==> config.mk <==
export PLATFORM = sky130hd
export DESIGN_NAME = count_reg
export DESIGN_NICKNAME = d
export VERILOG_FILES = /design/src/rtl/count_reg.sv
export SDC_FILE = /design/constraint.sdc
export NUM_CORES = 1
export LEC_CHECK = 0
export ABC_AREA = 1
export BUFFER_PORTS_ARGS = -buffer_cell sky130_fd_sc_hd__clkbuf_2
export CAP_MARGIN = 20
export CORE_UTILIZATION = 57
export CTS_BUF_LIST = sky130_fd_sc_hd__clkbuf_8
export CTS_CLUSTER_DIAMETER = 200
export DETAILED_ROUTE_END_ITERATION = 12
export MAX_ROUTING_LAYER = met4
export PLACE_DENSITY = 0.82
export SETUP_SLACK_MARGIN = 0.05
export SLEW_MARGIN = 40
export SYNTH_ARGS = -nofsm -noshare
export SYNTH_HDL_FRONTEND = slang
export SYNTH_SLANG_ARGS = --single-unit
export TNS_END_PERCENT = 1
==> constraint.sdc <==
create_clock -name clk_pad -period 2.11 [get_ports clk_pad]
set_input_delay 0.3165 -clock clk_pad [delete_from_list [all_inputs] [get_ports clk_pad]]
set_output_delay 0.3165 -clock clk_pad [all_outputs]
set_load 0.02 [all_outputs]
==> src/rtl/count_reg.sv <==
// count_reg: state stage of the 16-bit loadable down-counter.
// Holds the count and the reload period, and accepts new periods over a
// valid/ready load port. It decrements while enabled and, on expiry, emits a
// one-cycle terminal-count pulse. It then either reloads the period or returns
// to IDLE, depending on AUTO_RELOAD.
module count_reg #(
    parameter int WIDTH       = 16,
    parameter bit AUTO_RELOAD = 1'b1,
    parameter int EXP_W       = 8
) (
    input  logic             clk_pad,
    input  logic             rst_pad,
    input  logic             clear_pad,
    input  logic             load_valid_pad,
    input  logic [WIDTH-1:0] load_data_pad,
    output logic             load_ready_pad,
    input  logic             enable_pad,
    output logic [WIDTH-1:0] count_pad,
    output logic             busy_pad,
    output logic             tc_pulse_pad,
    output logic [EXP_W-1:0] exp_count_pad
);

    typedef enum logic [1:0] {
        IDLE   = 2'd0,
        RUN    = 2'd1,
        EXPIRE = 2'd2
    } state_t;

    localparam logic [WIDTH-1:0] CNT_ZERO = '0;
    localparam logic [WIDTH-1:0] CNT_ONE  = WIDTH'(1);
    localparam logic [EXP_W-1:0] EXP_ONE  = EXP_W'(1);

    state_t           state_q, state_d;
    logic [WIDTH-1:0] count_q, count_d;
    logic [WIDTH-1:0] period_q, period_d;
    logic [EXP_W-1:0] exp_q, exp_d;
    logic             tc_q, tc_d;

    logic             load_ready;
    logic             load_fire;
    logic             expire_hit;

    // Expiry counter increment that sticks at all-ones instead of wrapping.
    function automatic logic [EXP_W-1:0] sat_inc(input logic [EXP_W-1:0] v);
        if (&v) begin
            return v;
        end
        return v + EXP_ONE;
    endfunction

    // Ready is low while clearing and during the single EXPIRE cycle, so a
    // load can never collide with the reload or the clear.
    assign load_ready = ~clear_pad & (state_q != EXPIRE);
    assign load_fire  = load_valid_pad & load_ready;
    assign expire_hit = (state_q == RUN) & enable_pad & (count_q == CNT_ONE);

    // State register plus datapath registers; reset returns everything to zero.
    always_ff @(posedge clk_pad) begin
        if (rst_pad) begin
            state_q  <= IDLE;
            count_q  <= '0;
            period_q <= '0;
            exp_q    <= '0;
            tc_q     <= 1'b0;
        end else begin
            state_q  <= state_d;
            count_q  <= count_d;
            period_q <= period_d;
            exp_q    <= exp_d;
            tc_q     <= tc_d;
        end
    end

    // Next-state logic: clear, then load, then count/expiry sequencing.
    always_comb begin
        state_d = state_q;
        if (clear_pad) begin
            state_d = IDLE;
        end else if (load_fire) begin
            state_d = (load_data_pad != CNT_ZERO) ? RUN : IDLE;
        end else begin
            case (state_q)
                IDLE:    state_d = IDLE;
                RUN:     state_d = expire_hit ? EXPIRE : RUN;
                EXPIRE:  state_d = AUTO_RELOAD ? RUN : IDLE;
                default: state_d = IDLE;
            endcase
        end
    end

    // Datapath next values: count, stored period, expiry count and tc strobe.
    always_comb begin
        count_d  = count_q;
        period_d = period_q;
        exp_d    = exp_q;
        tc_d     = 1'b0;
        if (clear_pad) begin
            count_d  = '0;
            period_d = '0;
            exp_d    = '0;
        end else if (load_fire) begin
            count_d  = load_data_pad;
            period_d = load_data_pad;
            exp_d    = '0;
        end else begin
            case (state_q)
                RUN: begin
                    if (expire_hit) begin
                        count_d = '0;
                        exp_d   = sat_inc(exp_q);
                        tc_d    = 1'b1;
                    end else if (enable_pad) begin
                        count_d = count_q - CNT_ONE;
                    end
                end
                EXPIRE: begin
                    count_d = AUTO_RELOAD ? period_q : CNT_ZERO;
                end
                default: begin
                    count_d = count_q;
                end
            endcase
        end
    end

    // Output logic: busy while counting or expiring, registered values straight out.
    always_comb begin
        load_ready_pad = load_ready;
        busy_pad       = (state_q == RUN) || (state_q == EXPIRE);
        count_pad      = count_q;
        tc_pulse_pad   = tc_q;
        exp_count_pad  = exp_q;
    end

endmodule

Word level (Yosys, flattened, before mapping)
Cells that the tools add are included.
{"block": "word_totals", "out_inout_bits": 27, "reg_bits": 43, "input_bits": 21, "elab_cells": 43}
{"block": "classes", "eq_ne": 6, "addsub": 2, "n_bitwise": 6, "n_mux": 15, "n_reduce_logical": 9}
{"operator": "16-bit 2-to-1 mux", "count": 3}
{"operator": "16-bit one-hot mux with 2 select lines", "count": 1}
{"operator": "16-bit by 1-bit equality test with 1-bit output, second input constant", "count": 1}
{"operator": "16-bit nonzero test", "count": 1}
{"operator": "16-bit by 1-bit subtractor with 16-bit output, second input constant", "count": 1}
{"operator": "8-bit by 1-bit adder with 8-bit output, second input constant", "count": 1}
{"operator": "8-bit 2-to-1 mux", "count": 1}
{"operator": "8-bit AND reduction", "count": 1}
{"operator": "1-bit 2-to-1 mux", "count": 7}
{"operator": "1-bit bitwise AND", "count": 4}
{"operator": "2-bit 2-to-1 mux", "count": 2}
{"operator": "2-bit inequality test, second input constant", "count": 2}
{"operator": "4-bit inequality test, second input constant", "count": 1}
{"operator": "2-bit one-hot mux with 2 select lines", "count": 1}
{"operator": "4-bit OR reduction", "count": 1}
{"operator": "3-bit AND reduction", "count": 1}
{"operator": "3-bit nonzero test", "count": 1}
{"operator": "3-bit OR reduction", "count": 1}
{"operator": "2-bit by 1-bit equality test with 1-bit output, second input constant", "count": 1}
{"operator": "2-bit equality test, second input constant", "count": 1}
{"operator": "1-bit NOT", "count": 2}
{"operator": "2-bit AND reduction", "count": 1}
{"operator": "2-bit OR reduction", "count": 1}
{"operator": "1-bit logical OR", "count": 1}

Longest topological paths before layout
Gate-level depths: netlist of run 1.
{"block": "logic_depth", "word_depth": 9, "depth_mapped": 12, "depth_no_buf": 11}

Worst setup path after synthesis of run 1
OpenSTA, ideal clock, no wires.
{"block": "synth_path", "kind": "reg2reg", "startpoint": "register state_q[0]", "endpoint": "register count_q[15] (netlist: count_pad[15])", "t_required_ns": 1.988, "t_arrival_ns": 1.530, "path_slack_ns": 0.458, "path_buffers": 2, "synth_period_minus_slack_ns": 1.652, "path_stages_with_launch": 11, "setup_time_ns": 0.122, "path_cell_list": "dfxtp_1 > inv_1 > ha_1 > buf_6 > nor2_4 > nand2_4 > nand2_4 > inv_2 > buf_4 > a211oi_1 > a21oi_1"}
{"block": "synth_via", "elab_cells_between_ends": 13}
{"item": "start: declaration", "line_no": "34", "text": "state_t state_q, state_d;"}
{"item": "start signal: assignment", "line_no": "67", "text": "state_q <= state_d;"}
{"item": "2-bit inequality test *", "line_no": "54", "text": "assign load_ready = ~clear_pad & (state_q != EXPIRE);"}
{"item": "1-bit bitwise AND *", "line_no": "54"}
{"item": "via load_ready_pad", "line_no": "16", "text": "output logic load_ready_pad,"}
{"item": "1-bit bitwise AND *", "line_no": "55", "text": "assign load_fire = load_valid_pad & load_ready;"}
{"item": "4-bit inequality test (no line) or 3-bit nonzero test (tied branches)"}
{"item": "2-bit AND reduction (no line)"}
{"item": "end signal: assignment", "line_no": "68", "text": "count_q <= count_d;"}
{"item": "end: declaration", "line_no": "35", "text": "logic [WIDTH-1:0] count_q, count_d;"}
The timed path passes the listed nets; every way through them passes the cells marked *.
A chain may end at the register's enable or synchronous reset.

Worst setup path after layout of run 1
{"block": "layout_path", "startpoint": "register state_q[0]", "endpoint": "register count_q[13] (netlist: count_pad[13])"}
{"block": "layout_via", "elab_chain_len": 6, "elab_cells_between_ends": 13}
{"item": "2-bit by 1-bit equality test with 1-bit output", "line_no": "56, 107"}
{"item": "1-bit bitwise AND (2 in series)", "line_no": "56", "text": "assign expire_hit = (state_q == RUN) & enable_pad & (count_q == CNT_ONE);"}
{"item": "16-bit 2-to-1 mux", "line_no": "109", "text": "if (expire_hit) begin"}
{"item": "16-bit one-hot mux with 2 select lines", "line_no": "107", "text": "case (state_q)"}
{"item": "16-bit 2-to-1 mux", "line_no": "102", "text": "end else if (load_fire) begin"}
Parallel ways exist; a longest one is shown, timed or not.

==> metrics.txt, run 1 <==
Critical Path Slowest Stage Cell a211oi_1; CP peak stage delay 380 ps; post-CTS resize count 0; Fin. Hold Viols 0; Die ar. 4593 sq um; fin cells 457; clk sinks 43; Initial Utilization 0.6035; top cell type's share of synthesized area 0.3491; Num CTS Buffers 5; Worst R2R Path Depth 8; register area share after synthesis 0.3491; Max IR drop VDD 0.4068 mV; RSZ-0062 raised after global routing true; Unique masters post-synth 27; All-Layer GR Usage 0.3087; drt wl/cell 13.82 um; hpwl dp 4738 um; Crit path top cell by count nand2_4; largest net degree at the start of global routing 28; I/O Buffers 47; Ports 48; initial antenna violation count 0; register bit total from synthesis 43; share of layout cells above drive strength 1 0.1867; skew final 9.103 ps; WS Path Type reg2reg; Slew HR 0.7163; reg-to-reg endpoint count_pad[13]$_SDFFE_PP0P_; Die Ht 67.78 um; pwr/cell area 626.7 nW/um^2; largest cells by area after synthesis dfxtp_1 (35%), nand2_1 (9.9%), inv_1 (7.0%); Worst EP required 2290 ps; Ys Warns 0; R2R Setup Slk 90 ps; Period Utilization, post-route 0.9585; GRT Residual Overflow 0; CP Cell Sequence inv_1 > ha_1 > nor2_4 > nand2_4 > nand2_4 > inv_2 > a211oi_1 > a21oi_1; crit path to count_pad[13]$_SDFFE_PP0P_; Root Driver clkbuf_8; die width 67.78 um; vias 2518; ant diodes 0; Hold Crit Class in2reg; Syn Nets 385; placed cells 449; H-tree level count 2; post-CTS setup buffers 0; core area 4086 sq um; GP Congestion 0.9740; CTS tree done; vias per inst 5.510; Least-Margin Pin Slew 423.1 ps; status finished clean; Routed WL 6315 um; Worst Path Arrival 2200 ps; Setup WS pre-CTS 171.6 ps; setup violators final 0; Max Freq 494.4 MHz; Final Critical Period 2023 ps; Syn Area/Cell 6.869 sq um; Max FO, Critical Path 27; drc violations 0; clk slew on worst S/H paths 80 ps; vias in the first global route 2302; crit end category flop; nets 432; setup TNS 0 ps; clock latency on the worst-skew pair 300 ps; first-pass GRT wire length 10250 um; Cell Rows 23; leakage 1.344 nW; Synth Instances 359; CP Launch Point state_q[0]$_SDFF_PP0_; dominant cell type by area after synthesis dfxtp_1; Min Hold Slack 297.7 ps; DRT Pass-1 Iters 5; worst setup margin 87.48 ps; synth-to-layout area growth 14.46%; Pins Over Slew Limit 0; maxcap violations 0; Detailed Route Iter0 Violations 198; final design utilization 0.6908; clk buf depth 2; Syn Std Cell Area 2466 sq um; CP startpoint kind flop; Critical R2R Launch state_q[0]$_SDFF_PP0_; ANT nets after route 0; cts hold-fix bufs 0
==> cells by family (layout without fill, tap and decap cells) <==
| kind of cell | after synthesis | after routing | share of synthesized area |
|---|---|---|---|
| simple gates | 162 | 162 | 0.2988 |
| compound gates | 75 | 75 | 0.1786 |
| fa+ha+maj | 5 | 5 | 0.02537 |
| xor+xnor | 13 | 13 | 0.04617 |
| buf+inv | 61 | 109 | 0.1020 |
| flops | 43 | 43 | 0.3491 |
==> worst max-delay path, delay by kind of cell, from the launching register on <==
kind                       cells  cell delay [ps]
AOI/OAI and AO/OA              2              500
adders and majority gates      1              270
buffers and inverters          2              210
DFF                            1              340
and+or+nand+nor                3              580
==> power breakdown <==
| group | internal (mW) | switching (mW) | total [mW] |
|---|---|---|---|
| Sequential | 0.831 | 0.0230 | 0.854 |
| Clock | 0.294 | 0.286 | 0.580 |
| Combinational | 0.112 | 0.223 | 0.335 |
==> worst min-delay path by stage <==
stage                                endpoint  slack (ps)  depth (start not counted)                      from
finish              period_q[12]$_SDFFE_PP0P_         300                          3         load_data_pad[12]
global route        period_q[12]$_SDFFE_PP0P_         320                          3         load_data_pad[12]
CTS                 period_q[12]$_SDFFE_PP0P_         300                          3         load_data_pad[12]
detailed placement   period_q[1]$_SDFFE_PP0P_         460                          1  period_q[1]$_SDFFE_PP0P_
global placement     period_q[8]$_SDFFE_PP0P_         450                          2  period_q[8]$_SDFFE_PP0P_
floorplan            period_q[0]$_SDFFE_PP0P_         440                          1  period_q[0]$_SDFFE_PP0P_
==> cell usage after synthesis <==
library cell / n
o21ai_0: 21
inv_1: 46
xnor2_1: 1
nand4_2: 1
xor2_1: 12
buf_1: 1
dfxtp_1: 43
nand3_1: 26
a211oi_1: 14
inv_2: 6
clkbuf_1: 2
a22o_1: 8
ha_1: 5
nor2_4: 4
nand2_2: 1
or2_0: 1
nor2_2: 6
buf_4: 1
nor4_1: 2
nand2_4: 2
nand4_1: 4
nand2_1: 65
nor2_1: 44
nor3_1: 6
a21oi_1: 32
buf_6: 2
buf_2: 3
==> cell usage in the layout, fill, tap and decap left out, drive strengths merged <==
master / count
a21oi: 32
nand3: 26
ha: 5
nor2: 54
dfxtp: 43
buf: 2
nand2: 68
clkbuf: 54
a22o: 8
xnor2: 1
a211oi: 14
nor4: 2
inv: 53
nand4: 5
xor2: 12
o21ai: 21
or2: 1
nor3: 6
==> registers in the layout, indices dropped and copies added, names as in the netlist <==
register / cells
state_q: 2
period_q: 16
count_pad: 16
exp_count_pad: 8
tc_pulse_pad: 1
==> final cells by class <==
| type | instances | area (sq um) |
|---|---|---|
| multi-input combinational | 255 | 1354 |
| fill | 386 | 1264 |
| sequential | 43 | 860.8 |
| timing repair buffer | 49 | 250.2 |
| inverter | 52 | 195.2 |
| clock buffer | 7 | 96.34 |
| tap | 50 | 62.56 |
| clock inverter | 1 | 3.754 |
==> per-stage QoR <==
step / instance area, sq um / total power, mW
5_1_grt: 2823 / 1.845
4_1_cts: 2823 / 1.770
2_1_floorplan: 2466 / 1.107
6_report: 2823 / 1.769
3_5_place_dp: 2723 / 1.202
3_3_place_gp: 2723 / 1.196
==> metal layers <==
metal,wire length (um),vias to the layer above,global-route usage,share of wire
li1,-,1265,-,-
met1,2823,1149,0.3871,0.45
met2,2987,95,0.4988,0.47
met3,427,9,0.05743,0.068
met4,76,0,0.09635,0.012
met5,0,-,-,0
Note: power is estimated with default switching activity, not from simulation.
==> run 2, diff against run 1 <==
CORE_UTILIZATION = 50   (was 57)
GPL_TIMING_DRIVEN = 0   (was unset)
PLACE_DENSITY = 0.73   (was 0.82)
==> run 2 against run 1 <==
Power up 0.32%. Largest power group unchanged. Sequential share of layout area down 0.71 points. Clock skew down 4.3 ps. Fmax up 5.0%. Critical path type unchanged. Largest cell class unchanged. Routed wire length down 1.6%. Highest routed layer unchanged. Combinational power up 2%.
==> metrics.txt, run 2 (synthesis gave the netlist of run 1 again) <==
initial antenna violation count 0 (unchanged); clk buf depth 2 (unchanged); Root Driver clkbuf_8; cts hold-fix bufs 0 (unchanged); drc violations 0 (unchanged); setup violators final 0 (unchanged); setup TNS 0 ps (unchanged); leakage 1.365 nW (+1.6%); Comb pwr share 0.192 (+0.002); Seq pwr share 0.480 (-0.003); commonest non-fill, non-tap cell in the layout nand2_1; I/O Buffers 47 (unchanged); Final Critical Period 1927 ps (-95.74 ps); Pins Over Slew Limit 0 (unchanged); DRT Pass-1 Iters 4 (-1); share of layout cells above drive strength 1 0.1957 (+0.008920); Worst EP required 2280 ps (about the same); maxcap violations 0 (unchanged); internal power 1.242 mW (+0.43%); Period Utilization, post-route 0.9132 (-0.04538); Net Sw Frac 0.3000 (-0.0007783); Routed WL 6216 um (-1.6%); Initial Utilization 0.5221 (-0.08137); largest net degree at the start of global routing 13 (-54%); ant diodes 0 (unchanged); synth-to-layout area growth 17.20%; sw power 0.5323 mW (about the same); Fin. Hold Viols 0 (unchanged); H-tree level count 2 (unchanged); Worst R2R Path Depth 10 (+2); nets 439 (+1.6%); GRT Residual Overflow 0 (unchanged); die width 72.23 um (+6.6%); Max Freq 519.0 MHz (+5.0%); post-CTS resize count 0 (unchanged); commonest non-fill, non-tap cells in the layout nand2_1 (65), inv_1 (47), clkbuf_2 (47); status finished clean; Hold Crit Class in2reg; Die Ht 72.23 um (+6.6%); Slew HR 0.6866 (-0.02969); first-pass GRT wire length 10220 um (-0.34%); clock power share 0.328 (about the same); core area 4723 sq um (+16%); clock latency on the worst-skew pair 300 ps (about the same); GP Congestion 0.8984 (-7.8%); crit end category flop; drt wl/cell 12.92 um (-6.5%); vias in the first global route 2189 (-4.9%); CP startpoint kind flop; Max FO, Critical Path 10 (-63%); vias 2448 (-2.8%); Least-Margin Pin Slew 470.1 ps (+47.09 ps); clk sinks 43 (unchanged); hpwl dp 4679 um (-1.2%); WS Path Type reg2reg; RSZ-0062 raised after global routing true; Max IR drop VDD 0.4026 mV (-1.0%); vias per inst 5.089 (-7.6%); Num CTS Buffers 5 (unchanged); final design utilization 0.6119 (-0.07883); ANT nets after route 0 (unchanged); Detailed Route Iter0 Violations 158 (-20%); Placed Area 2785 sq um (+2.3%); pwr/cell area 614.0 nW/um^2 (-2.0%); All-Layer GR Usage 0.2593 (-0.04940); Hold Path Depth 3 (unchanged); Worst Path Arrival 2100 ps (-100 ps); post-CTS setup buffers 0 (unchanged); skew final 4.848 ps (-4.256 ps); Min Hold Slack 304.6 ps (+6.837 ps); Die ar. 5217 sq um (+14%); Cell Rows 25 (+8.7%); clk slew on worst S/H paths 80 ps (about the same); Ports 48 (unchanged); CTS tree done; Design Area, Final 2890 sq um (+2.4%)
-- run 2: stage by stage --
step | std cells | setup slack (ps) | total power [mW]
floorplan | 359 | 458.1 | 1.107
global placement | 473 | 208.1 | 1.204
detailed placement | 473 | 232.2 | 1.208
CTS | 481 | 208.2 | 1.777
global route | 481 | 35.59 | 1.873
finish | 481 | 183.2 | 1.775
-- run 2: layout make-up --
| cell class | instances | area, sq um |
|---|---|---|
| Clock inverter | 1 | 3.754 |
| Buffer | 9 | 56.30 |
| Clock buffer | 7 | 96.34 |
| Inverter | 52 | 195.2 |
| Multi-Input combinational cell | 255 | 1359 |
| Sequential cell | 43 | 860.8 |
| Timing Repair Buffer | 47 | 235.2 |
| Fill cell | 466 | 1833 |
| Tap cell | 67 | 83.83 |
-- run 2: path summary, 6_finish.rpt --
| kind | endpoint | from | slack (ps) |
|---|---|---|---|
| max | count_pad[7]$_SDFFE_PP0P_ | state_q[0]$_SDFF_PP0_ | 180 |
| min | period_q[10]$_SDFFE_PP0P_ | load_data_pad[10] | 300 |
| max reg2reg | count_pad[7]$_SDFFE_PP0P_ | state_q[0]$_SDFF_PP0_ | 180 |
| min reg2reg | period_q[15]$_SDFFE_PP0P_ | period_q[15]$_SDFFE_PP0P_ | 470 |
-- run 2: critical path, cell delays in order, from the launching register on --
cell and delay (ps):
dfxtp_1 330, inv_1 50, ha_1 200, buf_6 150
nor2_4 130, nand2_4 110, nand2_4 130, inv_2 90
buf_4 190, a211oi_1 330, a21oi_1 110
-- run 2: power groups by stage --
stage | Clock [mW] | Combinational (mW) | Sequential, mW
final | 0.581 | 0.341 | 0.852
after CTS | 0.587 | 0.338 | 0.852
after global routing | 0.635 | 0.382 | 0.856
after detailed placement | 0 | 0.336 | 0.871
after global placement | 0 | 0.334 | 0.871
after floorplan | 0 | 0.225 | 0.882
-- run 2: metal layers --
metal,GRT usage,vias up,share of wire
met1,0.3541,1097,0.49
li1,-,1286,-
met4,0.07190,0,0.010
met5,-,-,0
met2,0.3936,59,0.46
met3,0.04722,6,0.042
